==> src/rtl/ntt_sched.sv <==
// ntt_sched: two-client round-robin scheduler in front of a shared NTT core.
//
// A granted client's N_COEF coefficients are streamed into the core. The
// core's result stream is then routed back to that client. Only one job is
// in flight at a time.
//
// Ports
//   i_clk, i_rst        clock; synchronous active-high reset (shared with core)
//   i_req[1:0]          per-client request level, held until granted
//   i_intt[1:0]         per-client inverse-transform select, sampled at grant
//   i_data0, i_data1    client coefficient streams
//   o_gnt[1:0]          one-hot, high for N_COEF cycles while data is sampled
//   o_valid[1:0]        one-hot result strobe toward the owning client
//   o_data              result coefficient (shared by both clients)
//   o_done[1:0]         pulse on the last result beat of a job
//   o_busy              high whenever a job is in progress
//   o_err               sticky protocol / watchdog error
//   o_core_ready, o_core_intt, o_core_data   drive the core input side
//   i_core_valid, i_core_data                 core output side
module ntt_sched #(
  parameter int N_COEF   = 256,
  parameter int DW       = 32,
  parameter int WAIT_MAX = 4096
) (
  input  logic          i_clk,
  input  logic          i_rst,
  input  logic [1:0]    i_req,
  input  logic [1:0]    i_intt,
  input  logic [DW-1:0] i_data0,
  input  logic [DW-1:0] i_data1,
  output logic [1:0]    o_gnt,
  output logic [1:0]    o_valid,
  output logic [DW-1:0] o_data,
  output logic [1:0]    o_done,
  output logic          o_busy,
  output logic          o_err,
  output logic          o_core_ready,
  output logic          o_core_intt,
  output logic [DW-1:0] o_core_data,
  input  logic          i_core_valid,
  input  logic [DW-1:0] i_core_data
);

  localparam int              WDW      = $clog2(WAIT_MAX + 1);
  localparam logic [8:0]      CNT_LAST = 9'(N_COEF - 1);
  localparam logic [WDW-1:0]  WD_LAST  = WDW'(WAIT_MAX - 1);

  typedef enum logic [1:0] {IDLE, LOAD, WAIT, DRAIN} state_t;

  state_t         state;
  logic [8:0]     cnt;       // coefficients loaded, then result beats seen
  logic [WDW-1:0] wd;        // consecutive cycles without core output
  logic           own;       // client owning the current job
  logic           last;      // client served most recently
  logic           has_last;  // cleared by reset so client 0 wins the first tie
  logic           pick;
  logic [DW-1:0]  load_data;

  function automatic logic [1:0] lane(input logic sel);
    return sel ? 2'b10 : 2'b01;
  endfunction

  // NOTE: every variable assigned in an always_comb gets a default first, so
  // no path leaves it unassigned and no latch is inferred.
  always_comb begin
    pick = i_req[1];
    if (i_req == 2'b11) pick = has_last ? ~last : 1'b0;
  end

  assign load_data = own ? i_data1 : i_data0;

  // NOTE: state registers use non-blocking assignments so every register
  // sees pre-edge values regardless of statement order.
  always_ff @(posedge i_clk) begin
    if (i_rst) begin
      state        <= IDLE;
      cnt          <= '0;
      wd           <= '0;
      own          <= 1'b0;
      last         <= 1'b0;
      has_last     <= 1'b0;
      o_gnt        <= '0;
      o_valid      <= '0;
      o_data       <= '0;
      o_done       <= '0;
      o_busy       <= 1'b0;
      o_err        <= 1'b0;
      o_core_ready <= 1'b0;
      o_core_intt  <= 1'b0;
      o_core_data  <= '0;
    end else begin
      o_valid <= 2'b00;
      o_done  <= 2'b00;
      unique case (state)
        IDLE: begin
          o_busy       <= 1'b0;
          o_core_ready <= 1'b0;
          if (i_core_valid) o_err <= 1'b1;   // stray core beat, discarded
          if (|i_req) begin
            state       <= LOAD;
            own         <= pick;
            last        <= pick;
            has_last    <= 1'b1;
            o_core_intt <= i_intt[pick];
            o_gnt       <= lane(pick);
            o_busy      <= 1'b1;
            cnt         <= '0;
          end
        end
        LOAD: begin
          if (i_core_valid) o_err <= 1'b1;
          // Request level is ignored here: a started load always completes.
          o_core_ready <= 1'b1;
          o_core_data  <= load_data;
          cnt          <= cnt + 9'd1;
          if (cnt == CNT_LAST) begin
            state <= WAIT;
            o_gnt <= 2'b00;
            cnt   <= '0;
            wd    <= '0;
          end
        end
        WAIT, DRAIN: begin
          o_core_ready <= 1'b0;
          if (i_core_valid) begin
            wd      <= '0;
            o_valid <= lane(own);
            o_data  <= i_core_data;
            if (cnt == CNT_LAST) begin
              o_done <= lane(own);
              state  <= IDLE;
              cnt    <= '0;
            end else begin
              cnt   <= cnt + 9'd1;
              state <= DRAIN;
            end
          end else if (wd == WD_LAST) begin
            // Watchdog abort: no o_done, `last` keeps its value.
            o_err  <= 1'b1;
            o_busy <= 1'b0;
            state  <= IDLE;
            cnt    <= '0;
          end else begin
            wd <= wd + 1'b1;
          end
        end
        default: state <= IDLE;
      endcase
    end
  end

endmodule
==> config.mk <==
export PLATFORM = sky130hd
export DESIGN_NAME = ntt_sched
export DESIGN_NICKNAME = d
export VERILOG_FILES = /design/src/rtl/ntt_sched.sv
export SDC_FILE = /design/constraint.sdc
export NUM_CORES = 1
export LEC_CHECK = 0
export ABC_AREA = 1
export CAP_MARGIN = 20
export CORE_MARGIN = 10
export CORE_UTILIZATION = 35
export DETAILED_ROUTE_END_ITERATION = 12
export PLACE_DENSITY = 0.68
export SLEW_MARGIN = 20
export SYNTH_ARGS = -nofsm -noshare
export SYNTH_HDL_FRONTEND = slang
export SYNTH_SLANG_ARGS = --single-unit
==> constraint.sdc <==
create_clock -name i_clk -period 2.1 [get_ports i_clk]
set_clock_uncertainty 0.05 [all_clocks]
set_input_delay 0.315 -clock i_clk [delete_from_list [all_inputs] [get_ports i_clk]]
set_output_delay 0.315 -clock i_clk [all_outputs]
set_load 0.02 [all_outputs]
# After elaboration in Yosys (flattened, before gate mapping)
# Index checks and enable logic that the tools add are counted.
[word_totals] out_inout_bits=74 ff_bits=100 latchBits=0 romBits=0 mem_bits_rw=0 input_bits=103 word_cells=86 memories=0
[op_classes] n_reduce_logical=18 bitwise=4 addsub=2 shifts=0 mul=0 n_eq_ne=13 mux=34 div_mod_pow=0 magnitude_cmp=1
[ops] cell="2-to-1 mux 13 bit" count=3
[ops] cell="2-to-1 mux 9 bit" count=4
[ops] cell="2-to-1 mux 32 bit" count=1
[ops] cell="one-hot mux 9 bit (3 select lines)" count=1
[ops] cell="one-hot mux 13 bit (2 select lines)" count=1
[ops] cell="2-to-1 mux 2 bit" count=9
[ops] cell="AND reduction 3 bit" count=5
[ops] cell="adder 13 x 1 -> 13 bit (second input constant)" count=1
[ops] cell="== test 13 x 12 -> 1 bit (second input constant)" count=1
[ops] cell="2-to-1 mux 1 bit" count=10
[ops] cell="adder 9 x 1 -> 9 bit (second input constant)" count=1
[ops] cell="== test 9 x 8 -> 1 bit (second input constant)" count=1
[ops] cell="!= test 2 bit (second input constant)" count=4
[ops] cell="== test 2 bit (second input constant)" count=3
[ops] cell="!= test 3 bit (second input constant)" count=2
[ops] cell="one-hot mux 1 bit (2 select lines)" count=3
[ops] cell="one-hot mux 2 bit (3 select lines)" count=1
[ops] cell="AND reduction 2 bit" count=3
[ops] cell="nonzero test 2 bit" count=3
[ops] cell="OR reduction 2 bit" count=3
[ops] cell="OR reduction 3 bit" count=2
[ops] cell="NOT 1 bit" count=4
[ops] cell="one-hot mux 2 bit (2 select lines)" count=1
[ops] cell="OR reduction 4 bit" count=1
[ops] cell="other kinds (4)" count=4

# Depth between registers and ports, before layout
[depth] ltp_word=6 mapped_depth=11 ltp_nobuf=11

# Worst setup path before layout
# OpenSTA, ideal clock, no wires.
[synth_timing] path_kind="register to register" startpoint="register wd[0]" endpoint="register cnt[8]" setup_slack_ns=0.577 arrival_time_ns=1.357 setup_ns=0.115 synth_period_minus_slack_ns=1.523 path_buffers=0 required_ns=1.935 stages_incl_launch_ff=9 path_cell_list="dfxtp_1 > ha_1 > nand2_1 > nor2_2 > nand4_1 > nand2_2 > nand2_1 > o21ai_0 > inv_1"
[synth_via] elab_chain_len=3
[synth_lines] item="start: declaration" line_no="52" text="logic [WDW-1:0] wd;"
[synth_lines] item="start signal: assignment" line_no="144" text="wd <= wd + 1'b1;"
[synth_lines] item="== test 13 x 12 -> 1 bit" line_no="137" text="end else if (wd == WD_LAST) begin"
[synth_lines] item="!= test 3 bit (no source line)"
[synth_lines] item="AND reduction 2 bit (no source line)"
[synth_lines] item="end signal: assignment" line_no="115" text="cnt <= cnt + 9'd1;"
[synth_lines] item="end signal: assignment" line_no="134" text="cnt <= cnt + 9'd1;"
[synth_lines] item="end: declaration" line_no="51" text="logic [8:0] cnt;"
# Every way passes these cells.
# A chain may end at the register's enable or synchronous reset.

# Worst setup path after layout
# Same ends and word-level chain as after synthesis.

==> flow_summary.html <==
<table>
<tr><th>Metric</th><th>Value</th></tr>
<tr><th colspan="2">Critical path</th></tr>
<tr><td>Reg2Reg Launch Point</td><td>wd[0]$_SDFFE_PP0P_</td></tr>
<tr><td>Setup CP Type</td><td>reg -&gt; reg</td></tr>
<tr><td>Data required, critical path</td><td>2290 ps</td></tr>
<tr><td>Arrival time worst endpoint</td><td>2060 ps</td></tr>
<tr><td>Cell count of the worst reg-to-reg path</td><td>8</td></tr>
<tr><td>Critical Path Source Type</td><td>register</td></tr>
<tr><td>Launching instance or port of the critical path</td><td>wd[0]$_SDFFE_PP0P_</td></tr>
<tr><td>Worst Path Max Fanout</td><td>9</td></tr>
<tr><td>Nature of the critical path endpoint</td><td>register</td></tr>
<tr><th colspan="2">Final layout</th></tr>
<tr><td>Layout Area Growth over Synthesis</td><td>50.34%</td></tr>
<tr><td>Fraction of layout cells with a size suffix above 1</td><td>6.995%</td></tr>
<tr><td>End-of-flow core utilization</td><td>54.20%</td></tr>
<tr><td>Antenna cells</td><td>0</td></tr>
<tr><td>Final net count</td><td>872</td></tr>
<tr><th colspan="2">Timing</th></tr>
<tr><td>Number of setup violations in the final report</td><td>0</td></tr>
<tr><td>Setup repair after global routing missed its margin</td><td>false</td></tr>
<tr><td>Rel. slew slack</td><td>66.79%</td></tr>
<tr><td>Fin crit period</td><td>1873 ps</td></tr>
<tr><td>Final worst slack</td><td>226.6 ps</td></tr>
<tr><td>Maximum operating frequency</td><td>0.5338 GHz</td></tr>
<tr><td>Final cycle utilization of the critical path</td><td>89.21%</td></tr>
<tr><td>Hold_ws</td><td>414.4 ps</td></tr>
<tr><td>Final Hold Fails</td><td>0</td></tr>
<tr><td>Setup TNS</td><td>0 ps</td></tr>
<tr><td>Count of pins over their slew limit</td><td>0</td></tr>
<tr><td>Pin slew with the least headroom to its limit</td><td>497.4 ps</td></tr>
<tr><th colspan="2">Route</th></tr>
<tr><td>Routed wirelength normalized by instance count</td><td>15.74 microns</td></tr>
<tr><td>Starting DRT DRC Count</td><td>254</td></tr>
<tr><td>Number of iterations in the first detailed-routing pass</td><td>4</td></tr>
<tr><td>Post-detailed-route DRC marker count</td><td>0</td></tr>
<tr><td>Detailed-route vias per instance</td><td>4.893</td></tr>
<tr><td>Remaining antenna violation count</td><td>0</td></tr>
<tr><td>Routed wire length</td><td>14800 microns</td></tr>
<tr><td>Vias after detailed routing</td><td>4599</td></tr>
<tr><th colspan="2">CTS</th></tr>
<tr><td>Quantity of gates resized following cts</td><td>0</td></tr>
<tr><td>Hold-fix buffer count after cts</td><td>0</td></tr>
<tr><td>Buffer depth of the longest clock path</td><td>2</td></tr>
<tr><td>Clock-pin slew reported for the worst setup and hold paths after clock tree synthesis</td><td>70 ps</td></tr>
<tr><td>Clock root buffer</td><td>sky130_fd_sc_hd__clkbuf_16</td></tr>
<tr><td>CTS sink cnt</td><td>100</td></tr>
<tr><td>Clock Latency Late Sink</td><td>340 ps</td></tr>
<tr><td>Post-CTS setup repair buffer count</td><td>0</td></tr>
<tr><td>Total number of H-tree levels</td><td>3</td></tr>
<tr><td>Number of buffers added by the clock tree synthesis step</td><td>9</td></tr>
<tr><td>TritonCTS clock tree</td><td>built</td></tr>
<tr><th colspan="2">Placed design</th></tr>
<tr><td>Buffers on Ports</td><td>176</td></tr>
<tr><td>Post-DP HPWL</td><td>11060 microns</td></tr>
<tr><td>Minimum setup slack after placement</td><td>222.9 ps</td></tr>
<tr><td>Weighted congestion at the end of routability-driven global placement</td><td>0.9186</td></tr>
<tr><th colspan="2">Global route</th></tr>
<tr><td>Largest net degree at the start of global routing</td><td>65</td></tr>
<tr><td>Antenna violations before repair</td><td>0</td></tr>
<tr><td>Vias in the first global route</td><td>4565</td></tr>
<tr><td>Global-route wire length before repair</td><td>23540 microns</td></tr>
<tr><td>Total track usage</td><td>16.43%</td></tr>
<tr><td>Overflow left after global routing</td><td>0</td></tr>
<tr><th colspan="2">Flow run</th></tr>
<tr><td>Count of max-cap constraint violations</td><td>0</td></tr>
<tr><th colspan="2">Pwr</th></tr>
<tr><td>Cell-internal power</td><td>0.004502 W</td></tr>
<tr><td>Power share of the sequential group</td><td>35.6%</td></tr>
<tr><td>Net Sw Power</td><td>0.002842 W</td></tr>
<tr><td>IR Drop Worst-Case VDD</td><td>522.9 uV</td></tr>
<tr><td>Proportion of power drawn by the clock network</td><td>21.2%</td></tr>
<tr><td>Logic pwr share</td><td>43.2%</td></tr>
<tr><td>Power density normalized to cell area</td><td>1119 nW/um^2</td></tr>
<tr><td>Leakage</td><td>2.589 nW</td></tr>
<tr><td>Tot Pwr</td><td>0.007344 W</td></tr>
<tr><td>Sw Share</td><td>38.70%</td></tr>
<tr><th colspan="2">Hold path</th></tr>
<tr><td>Worst hold path cell count</td><td>2</td></tr>
<tr><td>Worst min-delay path class</td><td>reg -&gt; reg</td></tr>
<tr><td>Hold Path Origin</td><td>wd[12]$_SDFFE_PP0P_</td></tr>
<tr><th colspan="2">Synthesis</th></tr>
<tr><td>FFs w/ async S/R, synth</td><td>0%</td></tr>
<tr><td>Biggest area consumer among synthesized cells</td><td>sky130_fd_sc_hd__dfxtp_1</td></tr>
<tr><td>Main synth FF type</td><td>sky130_fd_sc_hd__dfxtp_1</td></tr>
<tr><td>Post-Syn Instances</td><td>601</td></tr>
<tr><td>Sequential fraction of the synthesis area</td><td>45.85%</td></tr>
<tr><td>Mapped Nets</td><td>706</td></tr>
<tr><td>Synth Area per Inst</td><td>7.266 sq um</td></tr>
<tr><td>Largest cells by area after synthesis</td><td>sky130_fd_sc_hd__dfxtp_1, sky130_fd_sc_hd__a21oi_1, sky130_fd_sc_hd__nand2_1, sky130_fd_sc_hd__o21ai_0, sky130_fd_sc_hd__nor2_1</td></tr>
<tr><td>Number of enable flip-flop cells after synthesis</td><td>0</td></tr>
<tr><td>Cell area after synthesis</td><td>4367 sq um</td></tr>
<tr><td>Library cells used by synthesis</td><td>30</td></tr>
<tr><td>Synth Warn #</td><td>0</td></tr>
<tr><td>Top cells by instance count after synthesis</td><td>sky130_fd_sc_hd__dfxtp_1, sky130_fd_sc_hd__nand2_1, sky130_fd_sc_hd__nor2_1, sky130_fd_sc_hd__a21oi_1, sky130_fd_sc_hd__o21ai_0</td></tr>
<tr><td>Proportion of netlist area held by the largest area contributor</td><td>45.85%</td></tr>
<tr><td>Flip-flop and latch count after synthesis</td><td>100</td></tr>
<tr><th colspan="2">Outcome</th></tr>
<tr><td>Status</td><td>finished, final reports clean</td></tr>
<tr><th colspan="2">Floorplanning</th></tr>
<tr><td>Die Area</td><td>17340 sq um</td></tr>
<tr><td>Core Region</td><td>12110 sq um</td></tr>
<tr><td>Width of the die</td><td>131.7 microns</td></tr>
<tr><td>Effective utilization at floorplan</td><td>36.05%</td></tr>
<tr><td>Number of ports placed on the die boundary</td><td>177</td></tr>
<tr><td>Vertical die dimension</td><td>131.7 microns</td></tr>
<tr><td>FP Rows</td><td>40</td></tr>
</table>
## layout make-up
type	instances	area (sq um)
Fill cell	1160	5547
Multi-Input combinational cell	427	2054
Sequential cell	100	2002
Timing Repair Buffer	187	1869
Clock buffer	13	250.2
Tap cell	168	210.2
Inverter	42	157.7
Clock inverter	3	21.27
## registers in the layout, summed over array words and instances (netlist names)
register      flops
o_core_data      32
o_busy            1
wd               13
o_gnt             2
has_last          1
cnt               9
state             2
last              1
o_core_intt       1
o_valid           2
o_done            2
o_core_ready      1
o_data           32
o_err             1
## logic make-up after synthesis
family	share of synthesized area [%]
fa+ha+maj	0.5730
buf+inv	7.106
flops	45.85
simple gates	26.62
compound gates	19.26
xor+xnor	0.6018
## metrics by stage
step           cell area (sq um)  std cells
2_1_floorplan               4367        601
3_3_place_gp                6294        924
3_5_place_dp                6294        924
4_1_cts                     6565        940
5_1_grt                     6565        940
6_report                    6565        940
## metal layers
metal / wire length (microns) / up-vias / GRT usage (%)
met5: 0 / - / 0
met4: 334 / 0 / 6.737
met1: 6363 / 2099 / 19.27
li1: - / 2306 / -
met3: 1313 / 21 / 6.326
met2: 6787 / 173 / 26.31
## cell usage in the layout, fill, tap and decap left out
cell type and n:
sky130_fd_sc_hd__clkdlybuf4s50_1 176, sky130_fd_sc_hd__nand2_1 100, sky130_fd_sc_hd__dfxtp_1 100, sky130_fd_sc_hd__nor2_1 96, sky130_fd_sc_hd__a21oi_1 82, sky130_fd_sc_hd__o21ai_0 72
sky130_fd_sc_hd__inv_1 38, sky130_fd_sc_hd__nand3_1 26, sky130_fd_sc_hd__clkbuf_16 9, sky130_fd_sc_hd__buf_4 9, sky130_fd_sc_hd__nand4_1 8, sky130_fd_sc_hd__nand2_2 8
sky130_fd_sc_hd__a21oi_2 6, sky130_fd_sc_hd__nor3_1 5, sky130_fd_sc_hd__nor2_4 4, sky130_fd_sc_hd__nor2_2 4, sky130_fd_sc_hd__nor4_1 3, sky130_fd_sc_hd__clkbuf_1 3
sky130_fd_sc_hd__inv_2 2, sky130_fd_sc_hd__nand3_4 2, sky130_fd_sc_hd__xor2_1 2, sky130_fd_sc_hd__clkinv_1 2, sky130_fd_sc_hd__ha_1 2, sky130_fd_sc_hd__buf_12 2
sky130_fd_sc_hd__nor2_8 1, sky130_fd_sc_hd__o211a_1 1, sky130_fd_sc_hd__nand3_2 1, sky130_fd_sc_hd__nand2_4 1, sky130_fd_sc_hd__or2_2 1, sky130_fd_sc_hd__a211oi_1 1
sky130_fd_sc_hd__xnor2_1 1, sky130_fd_sc_hd__clkinvlp_4 1, sky130_fd_sc_hd__clkbuf_8 1, sky130_fd_sc_hd__inv_6 1, sky130_fd_sc_hd__clkinv_2 1
## power by group through the flow
stage / clock network (W) / logic (W) / registers, W
global route: 0.00167 / 0.00345 / 0.00267
finish: 0.00156 / 0.00317 / 0.00262
floorplan: 0 / 0.00138 / 0.00307
detailed placement: 0 / 0.00318 / 0.00265
global placement: 0 / 0.00314 / 0.00263
CTS: 0.00160 / 0.00320 / 0.00262
## path summary, 6_finish.rpt
check | end | slack (ps)
worst max register to register | cnt[8]$_SDFFE_PP0P_ | 230
worst max-delay path | cnt[8]$_SDFFE_PP0P_ | 230
worst min-delay path | wd[12]$_SDFFE_PP0P_ | 410
worst min register to register | wd[12]$_SDFFE_PP0P_ | 410
## critical path: stages (launching register included)
cell and delay (ps):
sky130_fd_sc_hd__dfxtp_1 390, sky130_fd_sc_hd__ha_1 230, sky130_fd_sc_hd__nand2_1 80, sky130_fd_sc_hd__nor2_2 210, sky130_fd_sc_hd__nand4_1 180, sky130_fd_sc_hd__nand2_2 190, sky130_fd_sc_hd__nand2_1 180, sky130_fd_sc_hd__o21ai_0 220
sky130_fd_sc_hd__inv_1 50
No activity file was read; power rests on OpenSTA's default activity.
